==> src/rtl/cpu_types_pkg.sv <==
// Shared CPU memory-side types: word, RAM status and arbiter state encodings.
// Pure type definitions with no timing or flow-control behaviour of their own.
package cpu_types_pkg;

    typedef logic [31:0] word_t;

    typedef enum logic [1:0] {
        FREE   = 2'b00,
        BUSY   = 2'b01,
        ACCESS = 2'b10,
        ERROR  = 2'b11
    } ramstate_t;

    typedef enum logic [1:0] {
        IDLE    = 2'b00,
        GNT_I   = 2'b01,
        GNT_D   = 2'b10,
        RELEASE = 2'b11
    } arbstate_t;

endpackage

==> src/rtl/mem_arbiter_if.sv <==
// Instruction/data requester ports plus the single RAM port seen by mem_arbiter.
// master = arbiter side, slave = caches/datapath and RAM side.
interface mem_arbiter_if;
    import cpu_types_pkg::*;

    logic      iREN;
    word_t     iaddr;
    word_t     iload;
    logic      iwait;
    logic      dREN;
    logic      dWEN;
    word_t     daddr;
    word_t     dstore;
    word_t     dload;
    logic      dwait;
    logic      ramREN;
    logic      ramWEN;
    word_t     ramaddr;
    word_t     ramstore;
    word_t     ramload;
    ramstate_t ramstate;
    logic      tmo_err;

    modport master (
        input  iREN, iaddr, dREN, dWEN, daddr, dstore, ramload, ramstate,
        output iload, iwait, dload, dwait, ramREN, ramWEN, ramaddr, ramstore, tmo_err
    );

    modport slave (
        output iREN, iaddr, dREN, dWEN, daddr, dstore, ramload, ramstate,
        input  iload, iwait, dload, dwait, ramREN, ramWEN, ramaddr, ramstore, tmo_err
    );

endinterface

==> src/rtl/mem_arb_pick.sv <==
// Combinational winner select, zero latency; MEMARB_RR_EN swaps fixed DPRIO
// priority for alternation against the last completed winner.
module mem_arb_pick #(
    parameter int DPRIO = 1
) (
    input  logic ireq,
    input  logic dreq,
`ifdef MEMARB_RR_EN
    input  logic last_d,
`endif
    output logic pick_d
);

    always_comb begin
        pick_d = dreq;
        if (ireq && dreq) begin
`ifdef MEMARB_RR_EN
            pick_d = ~last_d;
`else
            pick_d = (DPRIO != 0);
`endif
        end
    end

endmodule

==> src/rtl/mem_arbiter.sv <==
// Arbitrates I/D ports onto one RAM port; wait falls LAT+2 cycles after the IDLE sample.
// Grant held until ACCESS, withdrawal or timeout, then one RELEASE cycle; MEMARB_RR_EN selects round-robin.
module mem_arbiter
    import cpu_types_pkg::*;
#(
    parameter int TIMEOUT = 64,
    parameter int DPRIO   = 1
) (
    input  logic          CLK,
    input  logic          nRST,
    mem_arbiter_if.master bus
);

    localparam int            CW      = $clog2(TIMEOUT + 1);
    localparam logic [CW-1:0] CNT_MAX = CW'(TIMEOUT - 1);

    arbstate_t     state;
    arbstate_t     next_state;
    logic [CW-1:0] cnt;
    logic          tmo_q;
    logic          tmo_set;
    logic          ireq;
    logic          dreq;
    logic          access;
    logic          pick_d;
    logic          ram_ren;
    logic          ram_wen;
    word_t         ram_addr;
    word_t         ram_store;
    logic          iwait_c;
    logic          dwait_c;

    assign ireq   = bus.iREN;
    assign dreq   = bus.dREN | bus.dWEN;
    assign access = (bus.ramstate == ACCESS);

`ifdef MEMARB_RR_EN
    logic last_d;

    always_ff @(posedge CLK) begin
        if (!nRST) begin
            last_d <= 1'b0;
        end else if (access && state == GNT_D) begin
            last_d <= 1'b1;
        end else if (access && state == GNT_I) begin
            last_d <= 1'b0;
        end
    end
`endif

    mem_arb_pick #(.DPRIO(DPRIO)) u_pick (
        .ireq   (ireq),
        .dreq   (dreq),
`ifdef MEMARB_RR_EN
        .last_d (last_d),
`endif
        .pick_d (pick_d)
    );

    always_ff @(posedge CLK) begin
        if (!nRST) begin
            state <= IDLE;
            cnt   <= '0;
            tmo_q <= 1'b0;
        end else begin
            state <= next_state;
            if (state == GNT_I || state == GNT_D) begin
                if (!access && cnt != CNT_MAX) begin
                    cnt <= cnt + 1'b1;
                end
            end else begin
                cnt <= '0;
            end
            if (tmo_set) begin
                tmo_q <= 1'b1;
            end
        end
    end

    always_comb begin
        next_state = state;
        tmo_set    = 1'b0;
        ram_ren    = 1'b0;
        ram_wen    = 1'b0;
        ram_addr   = '0;
        ram_store  = '0;
        iwait_c    = ireq;
        dwait_c    = dreq;
        case (state)
            IDLE: begin
                if (ireq || dreq) begin
                    next_state = pick_d ? GNT_D : GNT_I;
                end
            end
            GNT_I: begin
                ram_ren  = 1'b1;
                ram_addr = bus.iaddr;
                iwait_c  = ~access;
                dwait_c  = 1'b1;
                if (access || !ireq) begin
                    next_state = RELEASE;
                end else if (cnt == CNT_MAX) begin
                    next_state = RELEASE;
                    tmo_set    = 1'b1;
                end
            end
            GNT_D: begin
                ram_wen   = bus.dWEN;
                ram_ren   = bus.dREN & ~bus.dWEN;
                ram_addr  = bus.daddr;
                ram_store = bus.dstore;
                iwait_c   = 1'b1;
                dwait_c   = ~access;
                if (access || !dreq) begin
                    next_state = RELEASE;
                end else if (cnt == CNT_MAX) begin
                    next_state = RELEASE;
                    tmo_set    = 1'b1;
                end
            end
            // Dropping the enables for a cycle restarts the RAM latency count.
            RELEASE: next_state = IDLE;
            default: next_state = IDLE;
        endcase
    end

    assign bus.ramREN   = ram_ren;
    assign bus.ramWEN   = ram_wen;
    assign bus.ramaddr  = ram_addr;
    assign bus.ramstore = ram_store;
    assign bus.iwait    = iwait_c;
    assign bus.dwait    = dwait_c;
    assign bus.iload    = bus.ramload;
    assign bus.dload    = bus.ramload;
    assign bus.tmo_err  = tmo_q;

endmodule

==> src/flat_wrapper.sv <==
// flat-port wrapper written by rule: the top's interface ports become plain ports
module mem_arbiter_flat import cpu_types_pkg::*;
#(
    parameter int TIMEOUT = 64,
    parameter int DPRIO   = 1
)
  (CLK, nRST, bus_iREN, bus_iaddr, bus_dREN, bus_dWEN, bus_daddr, bus_dstore, bus_ramload, bus_ramstate, bus_iload, bus_iwait, bus_dload, bus_dwait, bus_ramREN, bus_ramWEN, bus_ramaddr, bus_ramstore, bus_tmo_err);
  mem_arbiter_if bus_i ();
  input  logic CLK;
  input  logic nRST;
  input wire logic [$bits(bus_i.iREN)-1:0] bus_iREN;
  input wire logic [$bits(bus_i.iaddr)-1:0] bus_iaddr;
  input wire logic [$bits(bus_i.dREN)-1:0] bus_dREN;
  input wire logic [$bits(bus_i.dWEN)-1:0] bus_dWEN;
  input wire logic [$bits(bus_i.daddr)-1:0] bus_daddr;
  input wire logic [$bits(bus_i.dstore)-1:0] bus_dstore;
  input wire logic [$bits(bus_i.ramload)-1:0] bus_ramload;
  input wire logic [$bits(bus_i.ramstate)-1:0] bus_ramstate;
  output wire logic [$bits(bus_i.iload)-1:0] bus_iload;
  output wire logic [$bits(bus_i.iwait)-1:0] bus_iwait;
  output wire logic [$bits(bus_i.dload)-1:0] bus_dload;
  output wire logic [$bits(bus_i.dwait)-1:0] bus_dwait;
  output wire logic [$bits(bus_i.ramREN)-1:0] bus_ramREN;
  output wire logic [$bits(bus_i.ramWEN)-1:0] bus_ramWEN;
  output wire logic [$bits(bus_i.ramaddr)-1:0] bus_ramaddr;
  output wire logic [$bits(bus_i.ramstore)-1:0] bus_ramstore;
  output wire logic [$bits(bus_i.tmo_err)-1:0] bus_tmo_err;
  assign bus_i.iREN = bus_iREN;
  assign bus_i.iaddr = bus_iaddr;
  assign bus_i.dREN = bus_dREN;
  assign bus_i.dWEN = bus_dWEN;
  assign bus_i.daddr = bus_daddr;
  assign bus_i.dstore = bus_dstore;
  assign bus_i.ramload = bus_ramload;
  assign bus_i.ramstate = bus_ramstate;
  assign bus_iload = bus_i.iload;
  assign bus_iwait = bus_i.iwait;
  assign bus_dload = bus_i.dload;
  assign bus_dwait = bus_i.dwait;
  assign bus_ramREN = bus_i.ramREN;
  assign bus_ramWEN = bus_i.ramWEN;
  assign bus_ramaddr = bus_i.ramaddr;
  assign bus_ramstore = bus_i.ramstore;
  assign bus_tmo_err = bus_i.tmo_err;
  mem_arbiter #(.TIMEOUT(TIMEOUT), .DPRIO(DPRIO)) u_core (.CLK(CLK), .nRST(nRST), .bus(bus_i));
endmodule
==> config.mk <==
export PLATFORM = sky130hd
export DESIGN_NAME = mem_arbiter_flat
export DESIGN_NICKNAME = d
export VERILOG_FILES = /design/src/rtl/cpu_types_pkg.sv /design/src/rtl/mem_arbiter_if.sv /design/src/rtl/mem_arb_pick.sv /design/src/rtl/mem_arbiter.sv /design/src/flat_wrapper.sv
export SDC_FILE = /design/constraint.sdc
export NUM_CORES = 1
export LEC_CHECK = 0
export ABC_AREA = 1
export BUFFER_PORTS_ARGS = -buffer_cell sky130_fd_sc_hd__buf_4
export CORE_AREA = 2 2 104 106
export CTS_CLUSTER_DIAMETER = 60
export DETAILED_ROUTE_END_ITERATION = 6
export DIE_AREA = 0 0 106 108
export PLACE_DENSITY_LB_ADDON = 0.1
export SLEW_MARGIN = 20
export SYNTH_ARGS = -nofsm -noshare
export SYNTH_HDL_FRONTEND = slang
export SYNTH_SLANG_ARGS = --single-unit
export TNS_END_PERCENT = 5
==> constraint.sdc <==
create_clock -name CLK -period 3.2 [get_ports CLK]
set_input_delay 0.32 -clock CLK [delete_from_list [all_inputs] [get_ports CLK]]
set_output_delay 0.32 -clock CLK [all_outputs]
set_load 0.05 [all_outputs]
==> Word-level counts from Yosys, hierarchy flattened <==
Index checks and enable logic that the tools add are counted.
{ "word_totals": {"reg_bits": 10, "latch_bits": 0, "mem_bits_rw": 0, "romBits": 0, "input_bits": 135, "output_inout_bits": 133, "elab_cells": 43, "memories": 0} }
{ "op_classes": {"add_sub_neg": 1, "n_mul": 0, "div_mod_pow": 0, "n_lt_le_gt_ge": 0, "eq_ne": 7, "shifts": 0, "n_mux": 17, "n_bitwise": 4, "reduce_logical": 11} }
{ "op_table": {"columns": ["op", "n"], "rows": [
  ["$pmux W32 S2", 1],
  ["$mux W32", 1],
  ["$mux W2", 5],
  ["$pmux W1 S2", 4],
  ["$pmux W2 S4", 1],
  ["$add A7 B1 Y7 const B", 1],
  ["$eq A7 B6 Y1 const B", 1],
  ["$ne A7 B6 Y1 const B", 1],
  ["$eq A2 B2 Y1 const B", 3],
  ["$mux W1", 5],
  ["$logic_or A1 B1 Y1", 4],
  ["$logic_not A1 Y1", 3],
  ["$eq A2 B1 Y1 const B", 1],
  ["$logic_and A1 B1 Y1", 2],
  ["$logic_not A2 Y1", 1],
  ["$ne A2 B1 Y1 const B", 1],
  ["$not A1 Y1", 2],
  ["$reduce_and A2 Y1", 1],
  ["$and A1 B1 Y1", 1],
  ["$or A1 B1 Y1", 1]
]} }

==> Longest topological paths before layout <==
Gate-level depths: netlist of run 1.
{ "depth": {"ltp_word": 6, "depth_mapped": 9, "ltp_nobuf": 9} }

==> Modules after synthesis <==
From an unflattened synthesis of run 1, not the netlist that was laid out.
{ "unflattened": {"cells_unflattened": 346, "hier_area_um2": 1909.3} }
{ "modules_own_cells": {"columns": ["module", "n_inst", "cells_per_inst", "area_per_inst_um2", "seq_area_each_um2"], "rows": [
  ["mem_arbiter", 1, 345, 1905.6, 200.2],
  ["mem_arb_pick", 1, 1, 3.8, 0.0]
]} }

==> Worst setup path before layout of run 1 <==
OpenSTA, ideal clock, no wires.
{ "synth_path": {"path_kind": "reg-to-output", "start": "register u_core.state[0]", "end": "output port bus_ramaddr[0]", "arrival_ps": 1835, "path_slack_ps": 1045, "path_stages_with_launch": 6, "path_cell_list": "dfxtp_1 inv_1 ha_1 inv_2 clkbuf_1 a21oi_1"} }
{ "synth_between": {"elab_chain_cells": 2, "elab_cells_between_ends": 3, "cone_classes": "eq/ne: 2; mux: 1"} }
{ "synth_lines": {"columns": ["item", "line_no", "source"], "rows": [
  ["start: declaration", "mem_arbiter.sv:17", "arbstate_t state;"],
  ["start signal: assignment", "mem_arbiter.sv:66", "state <= next_state;"],
  ["$eq A2 B2 Y1 / $eq A2 B1 Y1 (equally long branches)", "mem_arbiter.sv:89", "case (state)"],
  ["$pmux W32 S2 *", "mem_arbiter.sv:89", null],
  ["end: declaration", "flat_wrapper.sv:25", "output wire logic [$bits(bus_i.ramaddr)-1:0] bus_ramaddr;"]
]} }
Mark *: on every way between the ends. The rest lies on a longest branch, timed or not.

==> Final worst setup path of run 1 <==
{ "layout_path": {"start": "register u_core.state[0]", "end": "output port bus_dwait"} }
{ "layout_between": {"elab_chain_cells": 2, "elab_cells_between_ends": 3, "cone_classes": "eq/ne: 2; mux: 1"} }
{ "layout_lines": {"columns": ["item", "line_no", "source"], "rows": [
  ["$eq A2 B2 Y1 / $eq A2 B1 Y1 (equally long branches)", "mem_arbiter.sv:89", null],
  ["$pmux W1 S2 *", "mem_arbiter.sv:89", null],
  ["end: declaration", "flat_wrapper.sv:22", "output wire logic [$bits(bus_i.dwait)-1:0] bus_dwait;"]
]} }
Marks and branches as above.

==> results.toml, run 1 <==
[setup_path]
required_ps = 2880
reg2regPathDepth = 7
cp_data_arrival_time_ps = 2010
worstSetupStartpointType = "register"
critPathMaxFanout = 34
cp-end-kind = "output port"
crit_type = "reg -> out"

[placement]
io_buffers = 171
dpl_worst_slack_ps = 1090
place_congestion = 0.733
dp_hpwl_um = 6570

[yosys]
mappedNetlistArea_sq_mm = 0.00190
async_flop_share = 0
syn_inst = 343
syn_nets = 483
yosys_warnings = 0
ys_seq_area_frac = 0.105
synth_edf_count = 0
postSynthAreaPerCell_sq_um = 5.53
ys.flop_type = "dfxtp_1"
yosysUniqueCellTypes = 27
ys_seq_elements = 10

[detailed_routing]
wl_per_cell_um = 13.9
dr.pass1.iters = 4
first_iter_violations = 114
vias = 2252
drc = 0
routed_via_density = 3.90
finalWirelength_um = 8010
detail-route-antenna-nets = 0

[die]
dieArea_sq_mm = 0.0114
coreArea_sq_mm = 0.0102
fp.dieH_um = 108
boundaryPins = 268
rows = 37
initial_utilization = 0.186
die_w_um = 106

[power]
clkPwrFrac = 0.080
ir_drop_uv = 248
power_mw = 1.60
p_leak_nw = 1.66
power_switching_mw = 0.997
combinationalPowerShare = 0.828
switching_share = 0.624
seqPwrFrac = 0.092
power.density_mw_per_mm2 = 559
internal_power_mw = 0.602

[sta]
fin_skew_ps = 3.05
worst_pin_slew_ps = 626
slew_viol_final = 0
setup_ws_ps = 874
whs_ps = 369
slew_headroom = 0.582
min_period_ps = 2330
finalCritPeriodShare = 0.727
setup_viol = 0
max_freq_mhz = 430
rsz0062_at_grt = "false"
hold_viol = 0
finalSetupTns_ps = 0

[clock_network]
h-tree-depth = 1
clock_latency_ps = 230
post_cts_resized = 0
clk_path_buf_depth = 2
cts_tree = "built"
path_clk_slew_ps = 50
root_buffer = "clkbuf_8"
cts_setup_buffers = 0
cts_buffers = 3
cts_sinks = 10
holdBufCountCts = 0

[global_routing]
busiest_layer = "met2"
grt_max_degree = 38
grt_pass1_vias = 2077
met1_usage = 0.141
antenna_found_initial = 0
grt_pass1_wl_um = 11500
grt_use_met2 = 0.232
use_met3 = 0.0500
track_usage = 0.127
grt-ovfl-total = 0

[final_layout]
mostFrequentLayoutCells = "buf_4 (174), nand2_1 (123), inv_1 (47)"
area_growth_pct = 50.6
layout-drive-gt1-share = 0.438
final_core_util = 0.279
fin_nets = 583
final_common_cell = "buf_4"
diodes = 0

[run]
max-cap-violations = 0

[worst_hold_path]
whs_path_depth = 3
min_path_type = "in -> reg"

[outcome]
status = "complete, no violations"
[path summary, 6_finish.rpt]
path / start / slack, ps / endpoint
worst min-delay path: nRST / 370 / u_core.state[1]$_SDFFE_PN0P_
worst max-delay path: u_core.state[0]$_SDFFE_PN0P_ / 870 / bus_dwait
worst max register to register: u_core.state[1]$_SDFFE_PN0P_ / 1690 / u_core.bus.tmo_err$_SDFFE_PN0P_
worst min register to register: u_core.bus.tmo_err$_SDFFE_PN0P_ / 470 / u_core.bus.tmo_err$_SDFFE_PN0P_
[cell usage after synthesis (4+ instances only)]
| library cell | n | area, sq um |
|---|---|---|
| inv_1 | 47 | 176 |
| nand2_1 | 123 | 462 |
| inv_2 | 5 | 18.8 |
| buf_2 | 9 | 45.0 |
| a21oi_1 | 39 | 195 |
| ha_1 | 5 | 62.6 |
| nor2_1 | 9 | 33.8 |
| dfxtp_1 | 10 | 200 |
| buf_4 | 65 | 488 |
| clkbuf_1 | 4 | 15.0 |
[per-stage QoR]
stage	cell area, sq um	instances
finish	2860	577
global route	2860	577
CTS	2860	577
detailed placement	2820	574
global placement	2820	574
floorplan	1900	343
[cell type report]
cell class / instances / area (sq um)
clock buffer: 3 / 41.3
inverter: 53 / 199
multi-input combinational: 201 / 942
timing repair buffer: 174 / 1310
sequential: 10 / 200
tap: 136 / 170
fill: 1182 / 7370
[sequential cells by signal, indices dropped and copies added, names as in the netlist]
signal / cells
u_core.cnt: 7
u_core.bus.tmo_err: 1
u_core.state: 2
[metal layers]
metal	vias up	share of wire
met1	966	0.36
met5	-	0
met4	0	0.0039
met3	4	0.12
li1	1158	-
met2	124	0.52
[critical path, cell delays in order (launching register included)]
cell     delay (ps)
dfxtp_1         360
inv_1            90
ha_1            380
inv_2           490
nand2_1         100
o21ai_1         100
buf_4           220
[power groups by stage]
stage	registers, mW	clock network (mW)	logic (mW)
after floorplan	0.147	0	1.13
after global placement	0.149	0	1.34
after detailed placement	0.149	0	1.34
after CTS	0.147	0.137	1.35
after global routing	0.149	0.143	1.43
final	0.147	0.129	1.32
[cells by family (layout without fill, tap and decap cells)]
| logic type | Yosys count | count (layout) | synth area share |
|---|---|---|---|
| DFF | 10 | 10 | 0.105 |
| adders and majority gates | 5 | 5 | 0.0330 |
| xor gates and xnor gates | 2 | 2 | 0.00923 |
| AOI/OAI and AO/OA | 50 | 50 | 0.146 |
| and+or+nand+nor | 144 | 144 | 0.307 |
| buffers and inverters | 132 | 230 | 0.399 |
No activity file was read; power rests on OpenSTA's default activity.
==> run 2, diff against run 1 <==
Settings changed: CORE_AREA 2 2 104 106 to 2 2 105 107, DIE_AREA 0 0 106 108 to 0 0 107 109.
Clock period 3.2 ns to 2.1 ns, I/O delays scaled along.
==> results.toml, run 2 (same netlist as run 1, synthesis figures left out) <==
[clock_network]
path_clk_slew_ps = 50
clk_path_buf_depth = 2
cts_sinks = 10
root_buffer = "clkbuf_8"
cts_buffers = 3
cts_tree = "built"
h-tree-depth = 1
post_cts_resized = 0
holdBufCountCts = 0
cts_setup_buffers = 0
clock_latency_ps = 240

[sta]
rsz0062_at_grt = "false"
worst_pin_slew_ps = 313
slew_headroom = 0.790
setup_viol = 0
hold_viol = 0
slew_viol_final = 0
finalSetupTns_ps = 0
max_freq_mhz = 501
fin_skew_ps = 5.34
min_period_ps = 1990
finalCritPeriodShare = 0.950

[placement]
dp_hpwl_um = 7060
place_congestion = 0.772
io_buffers = 171

[setup_path]
critPathTopFamily = "buffers and inverters"
required_ps = 1890
cpPeakStageDelay_ps = 410
worstSetupStartpointType = "register"
cpMaxStageDelayCell = "ha_2"
r2r_end = "u_core.bus.tmo_err$_SDFFE_PN0P_"
crit_type = "reg -> out"
reg2regPathDepth = 7
critPathMaxFanout = 23
cp_num_buf_inv = 4
cp-end-kind = "output port"
rr_startpoint = "u_core.state[1]$_SDFFE_PN0P_"
crit_chain = "inv_1 -> ha_2 -> inv_4 -> buf_12 -> a21oi_1 -> buf_4"
rrSetupSlack_ps = 640
cp_data_arrival_time_ps = 1780

[final_layout]
largest_reg_flops = 7
layout-drive-gt1-share = 0.445
diodes = 0
fin_nets = 586
largest_register = "u_core.cnt"
mostFrequentLayoutCells = "buf_4 (175), nand2_1 (123), inv_1 (47)"
area_growth_pct = 54.4
final_common_cell = "buf_4"
num-fill-cells = 1195

[detailed_routing]
detail-route-antenna-nets = 0
drc = 0
routed_via_density = 3.86
finalWirelength_um = 8290
dr.pass1.iters = 4
first_iter_violations = 101
wl_per_cell_um = 14.2
vias = 2261

[die]
die_w_um = 107
initial_utilization = 0.179
dieArea_sq_mm = 0.0117
fp.dieH_um = 109
boundaryPins = 268
rows = 38
coreArea_sq_mm = 0.0106

[power]
power_mw = 2.58
ir_drop_uv = 422
power.density_mw_per_mm2 = 880
p_leak_nw = 1.69

[worst_hold_path]
min_path_type = "in -> reg"
whs_path_depth = 3
min_from = "nRST"
hold_end = "u_core.state[1]$_SDFFE_PN0P_"

[global_routing]
grt_pass1_wl_um = 11500
antenna_found_initial = 0
grt_pass1_vias = 2082
grt_max_degree = 38
grt-ovfl-total = 0
track_usage = 0.127

[run]
max-cap-violations = 0

[outcome]
status = "complete, no violations"
run 2: cell types whose count changed in the layout (fill, tap and decap cells not counted), sizes merged:
cell / delta
buf: +3
clkbuf: +1
run 2: cell type report:
class	count	area, sq um	area share
clock buffers	4	55.1	0.0188
inverters	53	201	0.0687
multi-input cells	201	945	0.322
flip-flops and latches	10	200	0.0683
well taps	140	175	0.0598
repair buffers	177	1350	0.462
run 2: per-stage QoR:
step / setup slack, ps / std cells / instance area, sq um / hold WS (ps) / util
6_report: 105 / 585 / 2930 / 244 / 0.276
5_1_grt: 6.29 / 585 / 2930 / 252 / 0.276
3_5_place_dp: 274 / 581 / 2870 / 420 / 0.271
3_3_place_gp: 362 / 581 / 2870 / 420 / 0.271
4_1_cts: 8.82 / 585 / 2930 / 245 / 0.276
2_1_floorplan: 54.9 / 343 / 1900 / 346 / -
run 2: where the power goes:
group,internal [mW],switching [mW]
clock,0.165,0.0800
sequential,0.208,0.0162
combinational,0.652,1.46
total,1.02,1.55
run 2: tightest hold or removal path, delay by kind of cell:
| family | cells | cell delay [ps] |
|---|---|---|
| buf+inv | 1 | 120 |
| simple gates | 1 | 70 |
| compound gates | 1 | 30 |
run 2: per-layer routing:
metal  vias to the layer above  GRT usage  part of all wire
li1                       1166          -                 -
met2                       115      0.232              0.52
met4                         0     0.0250            0.0069
met5                         -          0                 0
met3                         6     0.0400              0.10
met1                       974      0.145              0.38
run 2: worst max path at each step:
stage                                             from               to  slack [ps]  cells after the start
after floorplan           u_core.state[0]$_SDFFE_PN0P_   bus_ramaddr[0]          50                      5
after global placement    u_core.state[0]$_SDFFE_PN0P_  bus_ramaddr[23]         360                      6
after detailed placement  u_core.state[0]$_SDFFE_PN0P_  bus_ramaddr[23]         270                      6
after CTS                 u_core.state[0]$_SDFFE_PN0P_  bus_ramaddr[23]           9                      6
after global routing      u_core.state[0]$_SDFFE_PN0P_   bus_ramaddr[7]           6                      6
final                     u_core.state[0]$_SDFFE_PN0P_  bus_ramaddr[23]         110                      6
